File: config.mk
export PLATFORM = sky130hd
export DESIGN_NAME = frame_builder
export DESIGN_NICKNAME = d
export VERILOG_FILES = /design/src/rtl/frame_builder.sv
export SDC_FILE = /design/constraint.sdc
export NUM_CORES = 1
export LEC_CHECK = 0
export BUFFER_PORTS_ARGS = -buffer_cell sky130_fd_sc_hd__buf_2
export CORE_UTILIZATION = 40
export CTS_CLUSTER_DIAMETER = 120
export CTS_CLUSTER_SIZE = 40
export DETAILED_ROUTE_END_ITERATION = 10
export PLACE_DENSITY = 0.57
export SYNTH_ARGS = -nofsm -noshare
export SYNTH_HDL_FRONTEND = slang
export SYNTH_SLANG_ARGS = --single-unit
File: constraint.sdc
create_clock -name clk -period 5 [get_ports clk]
set_clock_uncertainty 0.2 [all_clocks]
set_input_delay 1 -clock clk [delete_from_list [all_inputs] [get_ports clk]]
set_output_delay 1 -clock clk [all_outputs]
set_load 0.02 [all_outputs]
File: src/rtl/frame_builder.sv
// Serial frame builder for the optical line driver: sync preamble, payload,
// parity bit and inter-frame gap, shifted out MSB first at CLKS_PER_BIT clocks per bit.
module frame_builder #(
  parameter int unsigned       DATA_W       = 28,
  parameter int unsigned       SYNC_W       = 8,
  parameter logic [SYNC_W-1:0] SYNC_PATTERN = 8'hA5,
  parameter bit                PARITY_ODD   = 1'b0,
  parameter int unsigned       GAP_BITS     = 2,
  parameter int unsigned       CLKS_PER_BIT = 1
) (
  input  logic              clk,
  input  logic              rst,
  input  logic [DATA_W-1:0] din,
  input  logic              vin,
  output logic              ready,
  output logic              dout,
  output logic              dout_valid,
  output logic              frame_start,
  output logic              busy
);

  localparam int unsigned SH_W     = SYNC_W + DATA_W + 1;
  localparam int unsigned MAX_SD   = (SYNC_W > DATA_W) ? SYNC_W : DATA_W;
  localparam int unsigned MAX_BITS = (GAP_BITS > MAX_SD) ? GAP_BITS : MAX_SD;
  localparam int unsigned BIT_W    = (MAX_BITS > 1) ? $clog2(MAX_BITS) : 1;
  localparam int unsigned DIV_W    = (CLKS_PER_BIT > 1) ? $clog2(CLKS_PER_BIT) : 1;

  localparam logic [DIV_W-1:0] DIV_LAST  = DIV_W'(CLKS_PER_BIT - 1);
  localparam logic [BIT_W-1:0] SYNC_LAST = BIT_W'(SYNC_W - 1);
  localparam logic [BIT_W-1:0] DATA_LAST = BIT_W'(DATA_W - 1);
  localparam logic [BIT_W-1:0] GAP_LAST  = BIT_W'((GAP_BITS > 0) ? GAP_BITS - 1 : 0);

  typedef enum logic [2:0] {
    IDLE,
    SYNC,
    DATA,
    PARITY,
    GAP
  } state_t;

  state_t            state_q, state_d;
  logic [DIV_W-1:0]  div_q, div_d;
  logic [BIT_W-1:0]  bit_q, bit_d;
  logic [SH_W-1:0]   sh_q, sh_d;
  logic              accept;
  logic              bit_end;
  logic              ready_d, dout_d, dout_valid_d, frame_start_d, busy_d;

  // Preamble, payload and parity share one shift register; its MSB is the line bit.
  always_comb begin
    state_d = state_q;
    div_d   = div_q;
    bit_d   = bit_q;
    sh_d    = sh_q;
    accept  = (state_q == IDLE) && vin && ready;
    bit_end = (div_q == DIV_LAST);

    if (state_q == IDLE) begin
      if (accept) begin
        state_d = SYNC;
        div_d   = '0;
        bit_d   = '0;
        sh_d    = {SYNC_PATTERN, din, (^din) ^ PARITY_ODD};
      end
    end else if (bit_end) begin
      div_d = '0;
      bit_d = bit_q + 1'b1;
      if (state_q != GAP) begin
        sh_d = {sh_q[SH_W-2:0], 1'b0};
      end
      case (state_q)
        SYNC: begin
          if (bit_q == SYNC_LAST) begin
            state_d = DATA;
            bit_d   = '0;
          end
        end
        DATA: begin
          if (bit_q == DATA_LAST) begin
            state_d = PARITY;
            bit_d   = '0;
          end
        end
        PARITY: begin
          state_d = (GAP_BITS > 0) ? GAP : IDLE;
          bit_d   = '0;
        end
        GAP: begin
          if (bit_q == GAP_LAST) begin
            state_d = IDLE;
            bit_d   = '0;
          end
        end
        default: begin
          state_d = IDLE;
          bit_d   = '0;
        end
      endcase
    end else begin
      div_d = div_q + 1'b1;
    end

    // Outputs are registered from the next state so the line tracks the FSM without lag.
    ready_d       = (state_d == IDLE);
    busy_d        = (state_d != IDLE);
    dout_valid_d  = (state_d == SYNC) || (state_d == DATA) || (state_d == PARITY);
    dout_d        = dout_valid_d & sh_d[SH_W-1];
    frame_start_d = accept;
  end

  always_ff @(posedge clk) begin
    if (!rst) begin
      state_q     <= IDLE;
      div_q       <= '0;
      bit_q       <= '0;
      sh_q        <= '0;
      ready       <= 1'b0;
      dout        <= 1'b0;
      dout_valid  <= 1'b0;
      frame_start <= 1'b0;
      busy        <= 1'b0;
    end else begin
      state_q     <= state_d;
      div_q       <= div_d;
      bit_q       <= bit_d;
      sh_q        <= sh_d;
      ready       <= ready_d;
      dout        <= dout_d;
      dout_valid  <= dout_valid_d;
      frame_start <= frame_start_d;
      busy        <= busy_d;
    end
  end

endmodule

# After elaboration in Yosys (flattened, before gate mapping)
# Cells that the tools add are included.
op_classes:
  add_sub_neg: 2
  eq_ne: 13
  muxes: 21
  n_bitwise: 1
  reduce_logical: 11
op_table:
  columns: ["operator", "count"]
  rows:
  - ["two-way mux 37 bit", 4]
  - ["two-way mux 5 bit", 6]
  - ["parity 28 bit", 1]
  - ["two-way mux 3 bit", 6]
  - ["case mux 5 bit (3 select lines)", 1]
  - ["== test 3 x 2 -> 1 bit (second input constant)", 4]
  - ["case mux 3 bit (4 select lines)", 1]
  - ["== test 3 x 1 -> 1 bit (second input constant)", 2]
  - ["zero test 3 bit", 2]
  - ["adder 5 x 1 -> 5 bit (second input constant)", 1]
  - ["== test 5 x 1 -> 1 bit (second input constant)", 1]
  - ["== test 5 x 3 -> 1 bit (second input constant)", 1]
  - ["== test 5 bit (second input constant)", 1]
  - ["== test 3 bit (second input constant)", 1]
  - ["two-way mux 1 bit", 3]
  - ["!= test 3 bit (second input constant)", 1]
  - ["AND reduction 3 bit", 1]
  - ["nonzero test 3 bit", 1]
  - ["logical AND 1 bit", 2]
  - ["logical OR 1 bit", 2]
  - ["!= test 2 x 1 -> 1 bit (second input constant)", 1]
  - ["!= test 2 bit (second input constant)", 1]
  - ["AND reduction 2 bit", 1]
  - ["nonzero test 2 bit", 1]
  - ["other kinds (2)", 2]
totals:
  register_bits: 51
  in_bits: 31
  out_inout_bits: 5
  wordCells: 58

# Logic depth before layout (Yosys ltp)
logic_depth:
  ltp_word: 9
  ltp_mapped: 7
  ltp_nobuf: 7

# Worst setup path after synthesis
# OpenSTA, ideal clock, no wires.
synth_timing:
  kind: "input-to-reg"
  start: "input din[25]"
  end: "register sh_q[0]"
  setup_ns: 0.125
  arrival_time_ns: 2.143
  required_time_ns: 4.675
  slack_ns: 2.532
  path_stages: 5
  n_path_buf: 0
  cell_sequence: "xor2_1 xnor2_1 xnor3_1 xnor3_1 o2bb2ai_1"
synth_via:
  elab_chain_cells: 3
synth_lines:
  columns: ["element", "line_no", "source"]
  rows:
  - ["start, declared", "13", "input logic [DATA_W-1:0] din,"]
  - ["parity 28 bit", "63", "sh_d = {SYNC_PATTERN, din, (^din) ^ PARITY_ODD};"]
  - ["two-way mux 37 bit", "59", "if (accept) begin"]
  - ["two-way mux 37 bit", "58", "if (state_q == IDLE) begin"]
  - ["end signal, assigned", "116", "sh_q <= '0;"]
  - ["end signal, assigned", "126", "sh_q <= sh_d;"]
  - ["end, declared", "44", "logic [SH_W-1:0] sh_q, sh_d;"]
# No other way between the ends. The select of a mux whose other input is x is not followed.
# A chain may end at the register's enable or synchronous reset.

# Worst setup path after layout
layout_timing:
  start: "register state_q[0]"
  end: "register sh_q[3]"
layout_via:
  elab_chain_cells: 5
  word_cells_on_any_way: 9
  cone_classes: "eq/ne: 3; mux: 1; reduce/logical: 5"
layout_lines:
  columns: ["element", "line_no", "source"]
  rows:
  - ["start, declared", "41", "state_t state_q, state_d;"]
  - ["start signal, assigned", "123", "state_q <= state_d;"]
  - ["zero test 3 bit", "55, 58", null]
  - ["logical AND 1 bit (2 in series)", "55", "accept = (state_q == IDLE) && vin && ready;"]
  - ["!= test 2 bit (no source line)", null, null]
  - ["AND reduction 3 bit (no source line)", null, null]
# Parallel ways exist; a longest one is shown, timed or not.

==> results.md <==
Outcome:
- The flow ran to the end, and the final reports show no timing, DRC or antenna violations.

Final layout:
- The area taken by multi-input logic gates is 1207 um^2.
- In the final design database the tool counted 323 nets.
- Across the whole layout, storage elements account for 980.9 um^2.
- With fillers left out, the area of the finished cells amounts to 2567 um^2.
- The post-route netlist has 16.21% of its cells at a drive strength greater than 1.
- From synthesis to final layout, the design area changed by 13.81%.
- Fill cells in the final layout number 540.
- The diode insertion count for antenna repair is 0.

Global route:
- The global-route wire length before repair is 8148 um.
- Global routing consumed, over all layers together, 17.04% of the routing resources.
- The number of global-route vias before repair is 1789.
- Entering global routing, the biggest net connects 36 pins.
- The aggregate global routing overflow is 0.
- The number of antenna violations at the first check in global routing was 0.

Hold path:
- The tightest min-delay check is of the register to register type.

Detailed routing:
- After detailed routing, the number of remaining DRC violations is 0.
- The mean routed wirelength per cell is 13.09 um.
- The routed design has 4711 um of wire.
- The post-detailed-route via-to-cell ratio is 5.253.
- The via total after detailed routing is 1891.
- In this run the remaining antenna-violating nets after routing total 0.
- After the first detailed-routing iteration, the DRC count stood at 111.
- The count of TritonRoute iterations in the first routing pass is 5.

Critical path:
- The signal arrival time at the worst endpoint is 2780 ps.
- For this run, the slowest stage of the critical path takes 880 ps.
- The type of the setup path with the least slack is register to register.
- The required time of the critical path is 5020 ps.
- Walking the worst path, the cells encountered are or2_1 > nor3_4 > buf_4 > nor2_2 > nand2_1 > a21oi_1.
- The critical-path maximum fanout is 35.
- The worst setup path is launched from a register.
- The critical path's slowest cell is sky130_fd_sc_hd__nor2_2.
- The combined buffer and inverter count along the critical path is 1.
- The critical path capture point type is a register.
- Grouping stages by cell kind, the critical path spends the most delay in simple AND/OR/NAND/NOR gates.

Logic synthesis:
- In this run, synthesis inferred 0 flip-flops with an integrated enable.
- The most frequently used flop master after synthesis is sky130_fd_sc_hd__dfxtp_1.
- The synthesized design contains 49 register bits.
- The gate count after technology mapping is 262.
- The distinct cell type count after synthesis is 35.
- For this run, asynchronously set or reset flops after synthesis account for 0%.
- The sequential fraction of the synthesis area is 43.48%.
- The mapped cell area is 2256 um^2.
- In this run the mean area of a mapped cell was 8.610 um^2.
- For this run, the number of Yosys warnings is 0.
- The number of nets in the synthesized netlist is 295.

Timing:
- The total negative setup slack is 0 ps.
- Setup violations remaining at the end of the flow were counted as 0.
- The number of hold violations in the final report is 0.
- For this run, the top clock speed supported by timing is 363.4 MHz.
- The worst slew margin relative to its limit is 26.00%.
- The shortest clock period the worst path allows after layout is 2752 ps.
- The count of final max-slew check failures is 0.
- The final clock period utilization by the worst path is 55.04%.
- Setup repair after global routing left no endpoint under its margin.
- For the pin with the worst max-slew slack, the measured transition is 1109 ps.

Clocking:
- The maximum count of clock buffers along a single path is 2.
- The register clock-pin slew on the reported worst setup and hold paths is 90 ps.
- After clock tree synthesis, the flow added hold-fix buffers numbering 0.
- The count of H-tree levels built during CTS is 2.
- The number of clock buffers added by TritonCTS is 5.
- The number of setup buffers added after CTS is 0.
- The clock drives 49 sinks.
- The root cell of the clock tree is sky130_fd_sc_hd__clkbuf_8.
- The CTS tree is yes.
- The clock latency reported for the late side of the worst-skew pair is 300 ps.
- The number of gates resized after CTS was 0.

Die:
- The height of the chip is 77.10 um.
- The die is 77.10 um wide.
- During I/O placement, the number of pins put on the boundary was 36.
- For this configuration, the core starts out at a cell density of 42.81%.
- The total core area is 5270 um^2.
- The die footprint is 5944 um^2.
- The floorplan row count is 26.

Placed design:
- The placed cell area is 2481 um^2.
- The final weighted congestion of routability-driven global placement is 0.7242.
- After legalization and detailed placement, the total HPWL measured 3155 um.
- The count of buffers from port buffering is 35.

Power and ir drop:
- For this design the ratio of total power to cell area is 322.5 nW/um^2.
- The leakage dissipation is 0.9171 nW.
- The worst ir drop on vdd is 123.2 uV.

Job:
- Max-cap violations in this run came to 0.
==> placed cells by master (no fill, tap or decap), types with 5 or more instances in the layout <==
cell                       Yosys  routed
sky130_fd_sc_hd__dfxtp_1      49      49
sky130_fd_sc_hd__nand2_1      45      45
sky130_fd_sc_hd__buf_2         2      35
sky130_fd_sc_hd__a21oi_1      30      30
sky130_fd_sc_hd__a22oi_1      28      28
sky130_fd_sc_hd__xnor2_1      20      20
sky130_fd_sc_hd__nor2_1        9       9
sky130_fd_sc_hd__nand3_1       8       8
sky130_fd_sc_hd__a31oi_1       6       6
sky130_fd_sc_hd__clkbuf_8      0       6
sky130_fd_sc_hd__o21ai_0       5       5
sky130_fd_sc_hd__or3_1         5       5
==> synth_stat cells (all sizes together) (5+ instances only) <==
library cell,count,area [um^2]
a21boi,6,45.04
a21oi,30,150.1
a22oi,28,210.2
a31oi,6,37.54
clkbuf,15,56.30
dfxtp,49,980.9
nand2,45,168.9
nand3,8,40.04
nor2,10,40.04
o21ai,5,25.02
or3,5,31.28
xnor2,20,175.2
==> state kept, by name (all words and copies together), names as in the netlist <==
| name | count |
|---|---|
| sh_q | 36 |
| frame_start | 1 |
| ready | 1 |
| dout | 1 |
| bit_q | 5 |
| dout_valid | 1 |
| state_q | 3 |
| busy | 1 |
==> tightest hold or removal path: stages (launching register included) <==
cell,delay (ps)
sky130_fd_sc_hd__dfxtp_1,320
sky130_fd_sc_hd__nand2_1,50
sky130_fd_sc_hd__a21oi_1,50
==> area by class of cell <==
cell class                      instances  area share [%]
Tap cell                               70           3.411
Clock buffer                            7           3.363
Inverter                                2          0.2924
Multi-Input combinational cell        194           47.03
Sequential cell                        49           38.21
Timing Repair Buffer                   38           7.700
==> kinds of logic (layout without fill, tap and decap cells) <==
group,after synthesis,in the layout,synth area share [%]
and+or+nand+nor,88,88,19.08
AOI/OAI and AO/OA,79,79,22.13
DFF,49,49,43.48
xor gates and xnor gates,25,25,10.93
buffers and inverters,19,47,3.272
adders and majority gates,2,2,1.109
==> final timing paths <==
path / start / endpoint / slack (ps) / cells past startpoint
max: state_q[0] / sh_q[3] / 2250 / 6
min: sh_q[34] / sh_q[35] / 250 / 2
max reg2reg: state_q[0] / sh_q[3] / 2250 / 6
min reg2reg: sh_q[34] / sh_q[35] / 250 / 2
==> metrics by stage <==
step	setup WS [ps]	hold slack [ps]	std cells	power, mW	utilization (%)
final	2248	253.1	360	0.8280	48.72
after global routing	1973	279.2	360	0.8728	48.72
after CTS	2227	257.0	360	0.8398	48.72
after detailed placement	1968	246.9	353	0.6050	47.08
after global placement	2003	241.8	353	0.6052	47.08
after floorplan	2532	232.1	262	0.5589	-
==> power breakdown <==
part | leakage, nW | switching, mW | internal, mW
logic | 0.474 | 0.0879 | 0.0814
clock network | 0.0443 | 0.124 | 0.110
registers | 0.399 | 0.0117 | 0.413
total | 0.917 | 0.223 | 0.604
==> layer usage <==
metal / vias to the layer above / track usage [%] / wire, um
met3: 2 / 3.690 / 170
li1: 973 / - / -
met5: - / 0 / 0
met4: 0 / 6.226 / 22
met2: 35 / 27.41 / 2184
met1: 881 / 22.33 / 2334
No activity file was read; power rests on OpenSTA's default activity.
